File: config.mk
export PLATFORM = sky130hd
export DESIGN_NAME = pc_gen_flat
export DESIGN_NICKNAME = d
export VERILOG_FILES = /design/src/rtl/pc_gen_if.sv /design/src/rtl/pc_gen.sv /design/src/flat_wrapper.sv
export SDC_FILE = /design/constraint.sdc
export NUM_CORES = 1
export LEC_CHECK = 0
export BUFFER_PORTS_ARGS = -buffer_cell sky130_fd_sc_hd__clkbuf_2
export CAP_MARGIN = 10
export CORE_MARGIN = 2
export CORE_UTILIZATION = 51
export DETAILED_ROUTE_END_ITERATION = 10
export GPL_TIMING_DRIVEN = 0
export PLACE_DENSITY = 0.82
export RECOVER_POWER = 100
export SLEW_MARGIN = 20
export SYNTH_ARGS = -nofsm -noshare
export SYNTH_HDL_FRONTEND = slang
export SYNTH_SLANG_ARGS = --single-unit
File: constraint.sdc
create_clock -name clk -period 4.1 [get_ports clk]
set_input_delay 0.205 -clock clk [delete_from_list [all_inputs] [get_ports clk]]
set_output_delay 0.205 -clock clk [all_outputs]
set_load 0.05 [all_outputs]
File: src/rtl/pc_gen_if.sv
// rtl/pc_gen_if.sv - fetch-side PC offer handshake between pc_gen and the fetch stage
interface pc_gen_if #(
  parameter int XLEN = 32
);
  logic [XLEN-1:0] pc_o;
  logic            pc_valid_o;
  logic            pc_ready_i;

  modport master (
    output pc_o,
    output pc_valid_o,
    input  pc_ready_i
  );

  modport slave (
    input  pc_o,
    input  pc_valid_o,
    output pc_ready_i
  );
endinterface

File: src/rtl/pc_gen.sv
// rtl/pc_gen.sv - IFU program-counter generator with redirect priority and window/alignment fault parking
module pc_gen #(
  parameter int             XLEN      = 32,
  parameter logic [XLEN-1:0] BOOT_ADDR = '0,
  parameter int unsigned    MEM_DEPTH = 4096,
  parameter int unsigned    INC       = 4,
  parameter int unsigned    ALIGN_LG2 = 2
) (
  input  logic            clk,
  input  logic            rst,
  pc_gen_if.master        fetch,
  input  logic            stall_i,
  input  logic            br_en_i,
  input  logic [XLEN-1:0] br_addr_i,
  input  logic            trap_en_i,
  input  logic [XLEN-1:0] trap_addr_i,
  output logic            fault_o,
  output logic [XLEN-1:0] fault_addr_o,
  input  logic            fault_clr_i
);

  typedef enum logic [1:0] {
    S_BOOT  = 2'd0,
    S_RUN   = 2'd1,
    S_FAULT = 2'd2
  } state_t;

  // Window bounds and increment carry one extra bit so run-off past 2^XLEN is caught.
  localparam logic [XLEN:0]   W_LO       = {1'b0, BOOT_ADDR};
  localparam logic [XLEN:0]   W_HI       = W_LO + (XLEN+1)'(MEM_DEPTH);
  localparam logic [XLEN:0]   W_INC      = (XLEN+1)'(INC);
  localparam logic [XLEN-1:0] ALIGN_MASK = XLEN'((64'd1 << ALIGN_LG2) - 64'd1);

  state_t          r_state;
  logic [XLEN-1:0] r_pc;
  logic            r_valid;
  logic            r_fault;
  logic [XLEN-1:0] r_fault_addr;

  state_t          w_state_nx;
  logic [XLEN-1:0] w_pc_nx;
  logic            w_valid_nx;
  logic            w_fault_nx;
  logic [XLEN-1:0] w_faddr_nx;

  logic [XLEN:0]   w_seq;
  logic [XLEN:0]   w_tgt;
  logic            w_have_tgt;
  logic            w_tgt_legal;
  logic            w_trap_legal;

  function automatic logic f_legal(input logic [XLEN:0] a);
    return (a[XLEN] == 1'b0) && (a >= W_LO) && (a < W_HI) &&
           ((a[XLEN-1:0] & ALIGN_MASK) == '0);
  endfunction

  assign w_seq        = {1'b0, r_pc} + W_INC;
  assign w_trap_legal = f_legal({1'b0, trap_addr_i});
  assign w_tgt_legal  = f_legal(w_tgt);

  // Redirects beat the sequential step and ignore stall/ready entirely.
  always_comb begin
    w_have_tgt = 1'b1;
    w_tgt      = {1'b0, r_pc};
    if (trap_en_i) begin
      w_tgt = {1'b0, trap_addr_i};
    end else if (br_en_i) begin
      w_tgt = {1'b0, br_addr_i};
    end else if (r_valid && fetch.pc_ready_i && !stall_i) begin
      w_tgt = w_seq;
    end else begin
      w_have_tgt = 1'b0;
    end
  end

  always_comb begin
    w_state_nx = r_state;
    w_pc_nx    = r_pc;
    w_valid_nx = 1'b0;
    w_fault_nx = r_fault & ~fault_clr_i;
    w_faddr_nx = r_fault_addr;
    case (r_state)
      S_BOOT: begin
        w_state_nx = S_RUN;
        w_valid_nx = 1'b1;
      end
      S_RUN: begin
        w_valid_nx = 1'b1;
        if (w_have_tgt) begin
          if (w_tgt_legal) begin
            w_pc_nx = w_tgt[XLEN-1:0];
          end else begin
            w_fault_nx = 1'b1;
            w_faddr_nx = w_tgt[XLEN-1:0];
            w_valid_nx = 1'b0;
            w_state_nx = S_FAULT;
          end
        end
      end
      S_FAULT: begin
        // Only a legal trap vector can un-park the generator.
        if (trap_en_i) begin
          if (w_trap_legal) begin
            w_pc_nx    = trap_addr_i;
            w_valid_nx = 1'b1;
            w_state_nx = S_RUN;
          end else begin
            w_faddr_nx = trap_addr_i;
          end
        end
      end
      default: begin
        w_state_nx = S_BOOT;
      end
    endcase
  end

  always_ff @(posedge clk or posedge rst) begin
    if (rst) begin
      r_state      <= S_BOOT;
      r_pc         <= BOOT_ADDR;
      r_valid      <= 1'b0;
      r_fault      <= 1'b0;
      r_fault_addr <= '0;
    end else begin
      r_state      <= w_state_nx;
      r_pc         <= w_pc_nx;
      r_valid      <= w_valid_nx;
      r_fault      <= w_fault_nx;
      r_fault_addr <= w_faddr_nx;
    end
  end

  assign fetch.pc_o       = r_pc;
  assign fetch.pc_valid_o = r_valid;
  assign fault_o          = r_fault;
  assign fault_addr_o     = r_fault_addr;

endmodule

File: src/flat_wrapper.sv
// flat-port wrapper written by rule: the top's interface ports become plain ports
module pc_gen_flat 
#(
  parameter int             XLEN      = 32,
  parameter logic [XLEN-1:0] BOOT_ADDR = '0,
  parameter int unsigned    MEM_DEPTH = 4096,
  parameter int unsigned    INC       = 4,
  parameter int unsigned    ALIGN_LG2 = 2
)
  (clk, rst, stall_i, br_en_i, br_addr_i, trap_en_i, trap_addr_i, fault_o, fault_addr_o, fault_clr_i, fetch_pc_o, fetch_pc_valid_o, fetch_pc_ready_i);
  pc_gen_if #(.XLEN(XLEN)) fetch_i ();
  input  logic clk;
  input  logic rst;
  input  logic stall_i;
  input  logic br_en_i;
  input  logic [XLEN-1:0] br_addr_i;
  input  logic trap_en_i;
  input  logic [XLEN-1:0] trap_addr_i;
  output logic fault_o;
  output logic [XLEN-1:0] fault_addr_o;
  input  logic fault_clr_i;
  output wire logic [$bits(fetch_i.pc_o)-1:0] fetch_pc_o;
  output wire logic [$bits(fetch_i.pc_valid_o)-1:0] fetch_pc_valid_o;
  input wire logic [$bits(fetch_i.pc_ready_i)-1:0] fetch_pc_ready_i;
  assign fetch_pc_o = fetch_i.pc_o;
  assign fetch_pc_valid_o = fetch_i.pc_valid_o;
  assign fetch_i.pc_ready_i = fetch_pc_ready_i;
  pc_gen #(.XLEN(XLEN), .BOOT_ADDR(BOOT_ADDR), .MEM_DEPTH(MEM_DEPTH), .INC(INC), .ALIGN_LG2(ALIGN_LG2)) u_core (.clk(clk), .rst(rst), .fetch(fetch_i), .stall_i(stall_i), .br_en_i(br_en_i), .br_addr_i(br_addr_i), .trap_en_i(trap_en_i), .trap_addr_i(trap_addr_i), .fault_o(fault_o), .fault_addr_o(fault_addr_o), .fault_clr_i(fault_clr_i));
endmodule
### Word level (Yosys, flattened, before mapping)

Index checks and enable logic that the tools add are counted.

| word-level totals | value |
|---|---|
| output and inout bits | 66 |
| flip-flop bits (word level) | 68 |
| word-level logic and storage cells | 63 |
| input bits | 71 |

| operators by class | value |
|---|---|
| eq/ne operators | 8 |
| order comparisons | 3 |
| reduce and logical (&&, ||, !) cells | 14 |
| mux-type cells | 29 |
| add/subtract/negate cells | 1 |
| bitwise operators | 3 |

Operators with widths:

| cell | count |
|---|---|
| $mux W32 | 8 |
| $pmux W32 S2 | 2 |
| $mux W33 | 3 |
| $logic_not A32 Y1 | 2 |
| $add A32 B3 Y33 const B | 1 |
| $ge A33 B1 Y1 const B | 1 |
| $lt A33 B13 Y1 const B | 1 |
| $lt A32 B13 Y1 const B | 1 |
| $mux W1 | 10 |
| $reduce_and A5 Y1 | 2 |
| $mux W2 | 4 |
| $logic_and A1 B1 Y1 | 6 |
| $ne A2 B1 Y1 const B | 3 |
| $ne A2 B2 Y1 const B | 3 |
| $pmux W2 S3 | 1 |
| $reduce_and A4 Y1 | 1 |
| $pmux W1 S3 | 1 |
| $eq A2 B1 Y1 const B | 1 |
| $eq A2 B2 Y1 const B | 1 |
| $logic_not A2 Y1 | 1 |
| $not A1 Y1 | 2 |
| $reduce_bool A2 Y1 | 1 |
| $and A1 B1 Y1 | 1 |
| $logic_not A1 Y1 | 1 |

### Logic depth before layout (Yosys ltp)

Gate-level depths: netlist (run 1).

| logic depth | value |
|---|---|
| word-level depth | 12 |
| depth in mapped cells | 12 |
| gate-level depth less buffers | 10 |

### Worst setup path after synthesis (run 1)

OpenSTA, ideal clock, no wires.

| path | value |
|---|---|
| path type | register to register |
| start point | register u_core.r_pc[2], in the netlist u_core.fetch.pc_o[2] |
| end point | register u_core.r_fault_addr[0], in the netlist u_core.fault_addr_o[0] |
| path slack | 0.264 ns |
| data arrival time | 3.708 ns |
| library setup time | 0.128 ns |
| data required time | 3.972 ns |
| stages on the path, launching flop included | 13 |
| buffers on the path | 2 |
| period minus slack after synthesis | 3.836 ns |
| cell sequence | dfrtp_1 > ha_1 > nand3_1 > or2_2 > clkbuf_1 > or3_1 > xor2_1 > a21oi_1 > or4_1 > nor3_4 > nand2b_1 > buf_4 > mux2_1 |

| on the way | value |
|---|---|
| longest elaborated chain between the ends | 10 |
| elaborated cells on any way between the ends | 12 |
| classes of those cells | add/sub: 1; order compare: 2; eq/ne: 1; mux: 3; bitwise: 1; reduce/logical: 4 |

Ends and longest elaborated chain:

| item | RTL line | RTL |
|---|---|---|
| start: declaration | pc_gen.sv:35 | `logic [XLEN-1:0] r_pc;` |
| start signal: assignment | pc_gen.sv:127 | `r_pc <= w_pc_nx;` |
| $add A32 B3 Y33 | pc_gen.sv:57 | `assign w_seq = {1'b0, r_pc} + W_INC;` |
| $mux W33 (*) | pc_gen.sv:69 | `end else if (r_valid && fetch.pc_ready_i && !stall_i) begin` |
| $mux W33 (*) | pc_gen.sv:67 | `end else if (br_en_i) begin` |
| $mux W33 (*) | pc_gen.sv:65 | `if (trap_en_i) begin` |
| $ge A33 B1 Y1 or $not A1 Y1 (tied branches) | pc_gen.sv:53 | `return (a[XLEN] == 1'b0) && (a >= W_LO) && (a < W_HI) &&` |
| $logic_and A1 B1 Y1 | pc_gen.sv:53 |  |
| $logic_and A1 B1 Y1 (*) (2 in a row) | pc_gen.sv:53 |  |
| $ne A2 B2 Y1 (no source line) (*) | -- |  |
| $reduce_and A5 Y1 (no source line) (*) | -- |  |
| end signal: assignment | pc_gen.sv:130 | `r_fault_addr <= w_faddr_nx;` |
| end: declaration | pc_gen.sv:38 | `logic [XLEN-1:0] r_fault_addr;` |

Every way passes the cells marked *; elsewhere a longest branch is shown, timed or not.
A chain may end at the register's enable or synchronous reset.

### Worst setup path after layout (run 1)

| path | value |
|---|---|
| start point | register u_core.r_pc[3], in the netlist u_core.fetch.pc_o[3] |
| end point | register u_core.r_fault_addr[11], in the netlist u_core.fault_addr_o[11] |

| on the way | value |
|---|---|
| longest elaborated chain between the ends | 10 |
| elaborated cells on any way between the ends | 15 |
| classes of those cells | add/sub: 1; order compare: 2; eq/ne: 1; mux: 6; bitwise: 1; reduce/logical: 4 |

Ends and longest elaborated chain:

| item | RTL line |
|---|---|
| $add A32 B3 Y33 | pc_gen.sv:57 |
| $mux W33 (*) | pc_gen.sv:69 |
| $mux W33 (*) | pc_gen.sv:67 |
| $mux W33 (*) | pc_gen.sv:65 |
| $ge A33 B1 Y1 or $not A1 Y1 (tied branches) | pc_gen.sv:53 |
| $logic_and A1 B1 Y1 (3 in a row) | pc_gen.sv:53 |
| $ne A2 B2 Y1 (no source line) | -- |
| $reduce_and A5 Y1 (no source line) | -- |

Every way passes the cells marked *; elsewhere a longest branch is shown, timed or not. The select of a mux whose other input is x is not followed.

==> run_results.csv, run 1 <==
group,metric,value,unit
routing,drcViolationCount,0,
cts,cts_buffer_depth,2,
yosys,ys_warn_count,0,
grt,antenna_found_initial,0,
finish,final_util,64.8,%
setup_path,cp_max_fo,10,
grt,grt_max_degree,41,
finish,diodes,0,
timing,setup_slack,135,ps
yosys,synth_ff_type,"dfrtp_1",
floorplanning,initial_core_util,51.8,%
power_and_ir_drop,finalPower,3100,uW
floorplanning,core_area,8090,sq um
finish,instances_no_fill,714,
floorplanning,die_w,94.7,um
grt,use_met1,41.1,%
power_and_ir_drop,leakage,0.00230,uW
routing,ant_nets,0,
routing,avgViaCountPerCell,6.05,
grt,track_usage,31.1,%
cts,cts_made_buffers,9,
hold_path,holdCritPathClass,"in2reg",
yosys,synth_edf_count,0,
finish,area_growth,25.0,%
finish,fin_nets,677,
routing,num_vias,4322,
grt,grt.met3_usage,4.63,%
timing,period_minus_slack,3960,ps
grt,grt_use_met2,50.9,%
timing,slew_headroom,9.98,%
yosys,synth_cell_type_count,59,
routing,finalWirelength,13800,um
cts,cts_tree,"yes",
placed_design,place_congestion,0.961,
yosys,yosysSeqAreaShare,40.6,%
placed_design,dp_hpwl,10600,um
cts,cts-root-buf,"clkbuf_8",
routing,dr.pass1.iters,5,
floorplanning,rows,33,
yosys,synth_nets,526,
yosys,ys_seq_elements,68,
flow_run,drv_cap,0,
floorplanning,die_height,94.7,um
yosys,syn_inst,454,
setup_path,cp.required,4330,ps
placed_design,dp_slack,-6.69,ps
cts,cts.sinks,68,
timing,skew,7.12,ps
timing,hold_viol_final,0,
yosys,synth_area,4190,sq um
grt,first_global_vias,4013,
timing,worst_hold_slack,39.4,ps
timing,fmax,252,MHz
timing,maxSlewViolCount,0,
grt,grt-ovfl-total,0,
placed_design,port_buffers,136,
outcome,status,"finished clean",
timing,tightest_slew,1340,ps
floorplanning,dieArea,8960,sq um
placed_design,dpl.cell_count,696,
setup_path,crit_path_end_kind,"register",
cts,htree_num_levels,3,
timing,period_share,96.7,%
power_and_ir_drop,power_density,592,nW/um^2
yosys,syn_area_per_cell,9.24,sq um
routing,dr.first_iter.drc_count,353,
setup_path,crit_arrival,4200,ps
timing,setup_violations,0,
finish,drive_above_1_share,20.9,%
setup_path,critPathLaunchType,"register",
grt,busiest_layer,"met2",
grt,grt_pass1_wl,21000,um
yosys,async_reset_ff_share,100,%
cts,clk_pin_slew,80,ps
routing,wire_per_inst,19.4,um
floorplanning,top_level_ports,137,
cts,clock_latency,350,ps
setup_path,critPathKind,"reg2reg",
power_and_ir_drop,ir_drop,0.000321,V
[cells in the mapped netlist (10+ instances only)]
library cell	instances	area (sq um)
nor2_1	28	105
and2_1	23	144
o21ai_0	37	185
nand4_1	14	87.6
xnor2_1	10	87.6
mux2_1	20	225
clkbuf_1	17	63.8
nand2_1	40	150
nand3_1	15	75.1
dfrtp_1	68	1700
xor2_1	10	87.6
nor4_1	17	106
inv_1	10	37.5
a21oi_1	20	100
[stage by stage]
step	instance area [sq um]	setup TNS [ps]
floorplan	4190	0
global placement	5000	0
detailed placement	5030	-10.5
CTS	5300	0
global route	5240	-27.7
finish	5240	0
[area by class of cell]
type / instances / area (sq um)
clock buffers: 9 / 124
well taps: 105 / 131
fillers: 762 / 2850
flip-flops and latches: 68 / 1700
inverters: 10 / 38.8
clock inverters: 6 / 138
multi-input cells: 345 / 2320
plain buffers: 31 / 141
repair buffers: 140 / 643
[routing by layer]
layer,wire length (um),vias up
met5,0,-
met3,1120,36
met4,429,0
met2,6610,270
met1,5650,2052
li1,-,1964
[flip-flops by register name, indices dropped and copies added (netlist names)]
name,flops
u_core.fetch.pc_o,32
u_core.r_state,2
u_core.fault_o,1
u_core.fetch.pc_valid_o,1
u_core.fault_addr_o,32
[critical path, stage by stage, from the launching register on]
cell and delay (ps):
dfrtp_2 450, ha_2 260, nand3_1 150, or2_2 300, clkbuf_1 210, or3_1 440
xor2_1 230, a21oi_1 100, or4_1 570, nor3_4 350, nand2b_4 210, buf_4 210
mux2_1 340
[kinds of logic after synthesis]
kind of cell | after synthesis | share of synthesized area (%)
AND/OR/NAND/NOR | 184 | 23.9
AO/OA/AOI/OAI | 100 | 15.5
flip-flops | 68 | 40.6
buffers and inverters | 41 | 4.27
multiplexers | 40 | 11.2
XOR/XNOR | 20 | 4.18
adder cells (fa/ha/maj) | 1 | 0.298
[path summary, 6_finish.rpt]
kind,slack (ps),to,from,cells past startpoint
max in group asynchronous,2650,u_core.fetch.pc_o[2],rst,4
worst min register to register,490,u_core.fault_addr_o[14],u_core.fault_addr_o[14],1
worst max-delay path,140,u_core.fault_addr_o[11],u_core.fetch.pc_o[3],12
min in group asynchronous,670,u_core.fetch.pc_o[16],rst,3
worst min-delay path,40,u_core.fault_o,fault_clr_i,2
worst max register to register,140,u_core.fault_addr_o[11],u_core.fetch.pc_o[3],12
[placed cells by master (no fill, tap or decap), drive strengths merged, types with 4 or more instances in the layout]
cell and n:
dfrtp 68, mux2i 8, inv 9, bufinv 4, clkbuf 165, o21ai 37, a22oi 4, nand3 15
nand2 40, and2 23, xor2 10, buf 14, and4 5, mux2 32, or4 5, nand4 15
nor4 18, a22o 6, a21oi 20, or2 5, or3 4, nor3 10, xnor2 10, o2111ai 4
nor2b 6, nor2 28
[what timing repair did]
item	in CTS	in global routing
pin swaps	1	1
resized for setup	0	4
setup endpoints to repair	11	50
endpoints found under the hold margin	28	0
setup buffers	0	2
hold buffers	1	0
[power breakdown]
group	total [uW]	switching, uW	internal, uW
clock network	740	275	464
logic	1400	1030	363
registers	965	113	853
(Power assumes the default switching activity.)
==> run 2, diff against run 1 <==
- CELL_PAD_IN_SITES_DETAIL_PLACEMENT: not set -> 2
- CELL_PAD_IN_SITES_GLOBAL_PLACEMENT: not set -> 2
- CORE_MARGIN: 2 -> not set
- CORE_UTILIZATION: 51 -> 30
- PLACE_DENSITY: 0.82 -> 0.83
- RECOVER_POWER: 100 -> 50
==> run 2 against run 1 <==
  * The flow now finishes with violations (max-capacitance violations, max-slew violations)
  * Via count increased by 0.86%
  * Largest power group unchanged
  * Flip-flop and latch count stayed put
  * Register-to-register slack improved by 60 ps
  * Routed wire length up 21%
  * Count of clock-buffer cells in the layout is 2 higher
  * Design area rose by 2.7%
  * Clock skew increased by 1.2 ps
  * Core utilization shrank 25 points
  * Sequential share of layout area is 0.85 points lower
  * Critical path type unchanged
  * Hold slack improved by 27 ps
  * Largest cell class unchanged
  * First-iteration DRC count is 28% lower
  * Fmax is 1.4% higher
==> run_results.csv, run 2 (synthesized netlist as in run 1, its figures left out) <==
group,metric,value,unit
outcome,status,"complete, but fails checks",
outcome,violations,"max-capacitance violations, max-slew violations",
setup_path,cpPeakStageDelay,550,ps
setup_path,worst-path-stages,13,
setup_path,crit_path_end,"u_core.fetch.pc_o[8]",
floorplanning,dieArea,14500,sq um
routing,drcViolationCount,0,
power_and_ir_drop,leakage,0.00244,uW
floorplanning,top_level_ports,137,
setup_path,rr_startpoint,"u_core.fetch.pc_o[2]",
finish,area_growth,28.4,%
setup_path,critPathKind,"reg2reg",
setup_path,critPathTopFamily,"simple AND/OR/NAND/NOR gates",
power_and_ir_drop,p_clk_share,23.1,%
routing,dr.pass1.iters,4,
placed_design,dp_hpwl,13200,um
power_and_ir_drop,ir_drop,0.000202,V
power_and_ir_drop,pwr-share-seq,31.1,%
routing,finalWirelength,16800,um
timing,tightest_slew,2030,ps
timing,maxSlewViolCount,71,
cts,cts.sinks,68,
finish,fillerInstances,1577,
cts,clk_pin_slew,60,ps
finish,drive_above_1_share,27.0,%
power_and_ir_drop,p_sw,1490,uW
finish,diodes,0,
cts,clock_latency,350,ps
finish,fin_nets,678,
setup_path,crit_path_end_kind,"register",
placed_design,placed_area,5120,sq um
routing,dr.first_iter.drc_count,255,
timing,slew_headroom,-35.5,%
floorplanning,initial_core_util,31.2,%
timing,setup_violations,0,
routing,num_vias,4359,
setup_path,cp_cell_sequence,"ha_1 > nand3_1 > or2_2 > clkbuf_1 > or3_1 > xor2_2 > a21oi_1 > or4_1 > nor3_4 > buf_4 > a22oi_2 > buf_6 > mux2_4",
setup_path,cp_max_fo,10,
grt,first_global_vias,4619,
setup_path,worst-path-buf-inv,3,
timing,period_share,95.3,%
finish,final_util,40.0,%
floorplanning,die_w,120,um
setup_path,r2r_cells,13,
setup_path,cp_slowest_cell,"or4_1",
power_and_ir_drop,swShare,47.5,%
timing,fmax,256,MHz
cts,cts_tree,"yes",
flow_run,drv_cap,2,
routing,ant_nets,0,
grt,grt_max_degree,37,
placed_design,port_buffers,136,
timing,grt_setup_unrepaired,"no",
timing,worst_hold_slack,66.0,ps
setup_path,crit_arrival,4130,ps
timing,hold_viol_final,0,
setup_path,rrSetupSlack,190,ps
floorplanning,rows,42,
setup_path,critPathLaunchType,"register",
timing,period_minus_slack,3910,ps
grt,grt_pass1_wl,26200,um
cts,cts_made_buffers,9,
cts,htree_num_levels,3,
grt,grt-ovfl-total,0,
setup_path,cp.required,4320,ps
cts,cts-root-buf,"clkbuf_16",
power_and_ir_drop,power_density,582,nW/um^2
power_and_ir_drop,power_frac_comb,45.8,%
timing,skew,8.30,ps
setup_path,r2r_end,"u_core.fetch.pc_o[8]",
routing,wire_per_inst,21.3,um
grt,track_usage,24.0,%
floorplanning,core_area,13500,sq um
grt,antenna_found_initial,0,
power_and_ir_drop,p_int,1650,uW
finish,layout_commonest_cell,"clkbuf_2",
hold_path,holdCritPathClass,"in2reg",
floorplanning,die_height,120,um
setup_path,startpoint,"u_core.fetch.pc_o[2]",
finish,layout_common_cells,"clkbuf_2, dfrtp_1, clkbuf_1",
placed_design,place_congestion,0.910,
power_and_ir_drop,finalPower,3130,uW
cts,cts_buffer_depth,2,
routing,avgViaCountPerCell,5.54,
finish,final_area,5380,sq um
## run 2: power groups by stage
stage / clock network, uW / logic, uW / registers, uW
6_report: 725 / 1440 / 974
5_1_grt: 767 / 1520 / 999
2_1_floorplan: 0 / 481 / 1550
3_3_place_gp: 0 / 1430 / 975
3_5_place_dp: 0 / 1460 / 989
4_1_cts: 740 / 1480 / 978
## run 2: how the worst min path moves through the flow
stage / slack (ps) / to / depth (start not counted) / startpoint
after detailed placement: 240 / u_core.fault_addr_o[11] / 2 / rst
final: 70 / u_core.fault_o / 2 / fault_clr_i
after CTS: 50 / u_core.fault_o / 2 / fault_clr_i
after floorplan: 300 / u_core.fault_o / 1 / fault_clr_i
after global placement: 410 / u_core.fault_o / 2 / fault_clr_i
after global routing: 60 / u_core.fault_o / 2 / fault_clr_i
## run 2: routing by layer
metal  up-vias  track usage, %  routed length, um
li1       1963               -                  -
met1      2221            31.4               7590
met2       148            39.5               8020
met3        27            5.00                852
met4         0            7.56                303
met5         -               0                  0
## run 2: worst register-to-register path, cell delays in order, from the launching register on
cell,delay [ps]
dfrtp_2,460
ha_1,280
nand3_1,180
or2_2,310
clkbuf_1,230
or3_1,480
xor2_2,200
a21oi_1,90
or4_1,550
nor3_4,190
buf_4,160
a22oi_2,150
buf_6,220
mux2_4,310
## run 2: repair_timing
item / in CTS / in global routing
setup buffers: 3 / 0
endpoints found under the setup margin: 38 / 48
gates resized for setup: 2 / 5
endpoints found under the hold margin: 32 / 0
hold buffers: 1 / 0
pin swaps: 1 / 0
## run 2: stage by stage
| step | setup TNS, ps | setup WS [ps] | cells |
|---|---|---|---|
| 2_1_floorplan | 0 | 264 | 454 |
| 3_3_place_gp | -1990 | -127 | 766 |
| 3_5_place_dp | -2710 | -163 | 767 |
| 4_1_cts | 0 | 101 | 787 |
| 5_1_grt | 0 | 1.82 | 787 |
| 6_report | 0 | 192 | 787 |
## run 2: final cells by class
| type | count | area [sq um] | share of cell area (%) |
|---|---|---|---|
| clock buffers | 11 | 243 | 4.51 |
| multi-input cells | 345 | 2330 | 43.2 |
| repair buffers | 141 | 679 | 12.6 |
| inverters | 10 | 38.8 | 0.721 |
| flip-flops and latches | 68 | 1700 | 31.7 |
| clock inverters | 5 | 27.5 | 0.511 |
| well taps | 176 | 220 | 4.09 |
| plain buffers | 31 | 143 | 2.65 |
==> run 3, diff against run 2 <==
- GPL_TIMING_DRIVEN: 0 -> not set
==> run 3 against run 2 <==
  * Clock skew is 2.5 ps higher
  * Core utilization is 0.68 points lower
  * Final cell count is 2.8% lower
  * Hold slack worse by 4.7 ps
  * Sequential power hardly changed
  * Power is 1.0% higher
  * Count of clock-buffer cells in the layout is 1 higher
  * Critical endpoint is now u_core.fault_addr_o[9]
  * Fmax is 1.6% higher
  * The flow now finishes without violations
==> run_results.csv, run 3 (synthesized netlist as in run 1, its figures left out) <==
group,metric,value,unit
hold_path,holdCritPathClass,"in2reg",
routing,wire_per_inst,20.7,um
placed_design,dpl.cell_count,748,
grt,first_global_vias,4550,
routing,ant_nets,0,
routing,finalWirelength,15800,um
cts,cts_tree,"yes",
finish,layout_common_cells,"clkbuf_2, dfrtp_1, clkbuf_1",
setup_path,crit_path_end_kind,"register",
grt,track_usage,23.0,%
timing,period_minus_slack,3850,ps
power_and_ir_drop,power_density,598,nW/um^2
power_and_ir_drop,pwr-share-seq,30.9,%
setup_path,worst-path-buf-inv,1,
finish,final_util,39.3,%
timing,fmax,260,MHz
cts,cts.sinks,68,
placed_design,place_congestion,0.869,
power_and_ir_drop,p_int,1710,uW
timing,grt_setup_unrepaired,"no",
grt,grt_max_degree,48,
setup_path,cp_cell_sequence,"nand4_2 > or4_1 > nor4_1 > xnor2_1 > a211oi_1 > or4_1 > nor3_4 > nand2b_1 > buf_12 > mux2_1",
placed_design,port_buffers,136,
cts,cts_made_buffers,9,
setup_path,critPathLaunchType,"register",
finish,layout_commonest_cell,"clkbuf_2",
cts,postCtsSetupBuffers,0,
finish,diodes,0,
cts,post_cts_resized,0,
setup_path,cp_max_fo,31,
setup_path,critPathKind,"reg2reg",
power_and_ir_drop,p_clk_share,25.2,%
power_and_ir_drop,power_frac_comb,43.9,%
routing,drcViolationCount,0,
floorplanning,initial_core_util,31.2,%
floorplanning,die_height,120,um
timing,maxSlewViolCount,0,
timing,skew,10.8,ps
setup_path,critPathTopFamily,"simple AND/OR/NAND/NOR gates",
timing,slew_headroom,25.9,%
routing,dr.first_iter.drc_count,179,
setup_path,cp_slowest_cell,"or4_1",
floorplanning,dieArea,14500,sq um
timing,period_share,93.8,%
power_and_ir_drop,ir_drop,0.000237,V
power_and_ir_drop,leakage,0.00231,uW
timing,setup_slack,254,ps
power_and_ir_drop,p_sw,1450,uW
grt,grt-ovfl-total,0,
routing,avgViaCountPerCell,5.42,
floorplanning,die_w,120,um
finish,fin_nets,656,
timing,setup_violations,0,
routing,dr.pass1.iters,4,
timing,tns,0,ps
outcome,status,"finished clean",
setup_path,crit_arrival,4060,ps
cts,htree_num_levels,3,
setup_path,cpPeakStageDelay,620,ps
floorplanning,core_area,13500,sq um
power_and_ir_drop,swShare,45.9,%
finish,area_growth,26.2,%
floorplanning,rows,42,
setup_path,timing.critical_path.mode_cell,"or4_1",
timing,tightest_slew,1110,ps
flow_run,drv_cap,0,
finish,drive_above_1_share,20.5,%
grt,antenna_found_initial,0,
setup_path,cp.required,4320,ps
cts,cts_buffer_depth,2,
cts,clk_pin_slew,60,ps
cts,cts-root-buf,"clkbuf_16",
placed_design,dp_hpwl,12300,um
timing,hold_viol_final,0,
grt,grt_pass1_wl,25400,um
floorplanning,top_level_ports,137,
routing,num_vias,4146,
cts,clock_latency,350,ps
finish,instances_no_fill,765,
placed_design,dp_slack,251,ps
run 3: cell count changes in the layout (fill, tap and decap cells not counted), sizes merged:
cell,before,now
buf,14,12
bufinv,0,1
clkbuf,168,149
clkinv,4,2
clkinvlp,2,1
inv,9,10
run 3: layout make-up:
class | instances | area (sq um)
fill | 1555 | 8160
multi-input combinational | 345 | 2310
sequential | 68 | 1700
clock buffer | 12 | 256
inverter | 10 | 37.5
timing repair buffer | 150 | 716
tap | 176 | 220
clock inverter | 4 | 47.5
run 3: power groups by stage:
stage | registers (uW) | clock network (uW) | logic [uW]
floorplan | 1550 | 0 | 481
global placement | 979 | 0 | 1410
detailed placement | 991 | 0 | 1440
CTS | 981 | 819 | 1450
global route | 1000 | 846 | 1490
finish | 977 | 798 | 1390
run 3: path summary, 6_finish.rpt:
kind / start / end / slack, ps / cells after the start
hold / removal: fault_clr_i / u_core.fault_o / 60 / 2
min in group asynchronous: rst / u_core.fetch.pc_o[27] / 680 / 3
setup / recovery: u_core.fetch.pc_o[11] / u_core.fault_addr_o[9] / 250 / 10
max in group asynchronous: rst / u_core.fault_addr_o[21] / 1800 / 4
hold reg to reg: u_core.fault_addr_o[28] / u_core.fault_addr_o[28] / 500 / 1
setup reg to reg: u_core.fetch.pc_o[11] / u_core.fault_addr_o[9] / 250 / 10
run 3: repair_timing:
item / in CTS / in global routing
setup endpoints to repair: 0 / 0
hold endpoints to repair: 26 / 0
hold buffers: 1 / 0
run 3: stage by stage:
step / hold slack, ps / total power (uW) / instance area, sq um
floorplan: 304 / 2030 / 4190
detailed placement: 303 / 2430 / 5060
global placement: 279 / 2390 / 5060
CTS: 51.1 / 3250 / 5380
global route: 65.5 / 3340 / 5290
finish: 61.3 / 3170 / 5290
run 3: routing by layer:
layer / part of all wire (%) / GRT usage, % / up-vias
li1: - / - / 1922
met1: 45 / 29.8 / 2083
met2: 49 / 38.4 / 128
met3: 5.2 / 4.86 / 13
met4: 1.2 / 6.40 / 0
met5: 0 / 0 / -
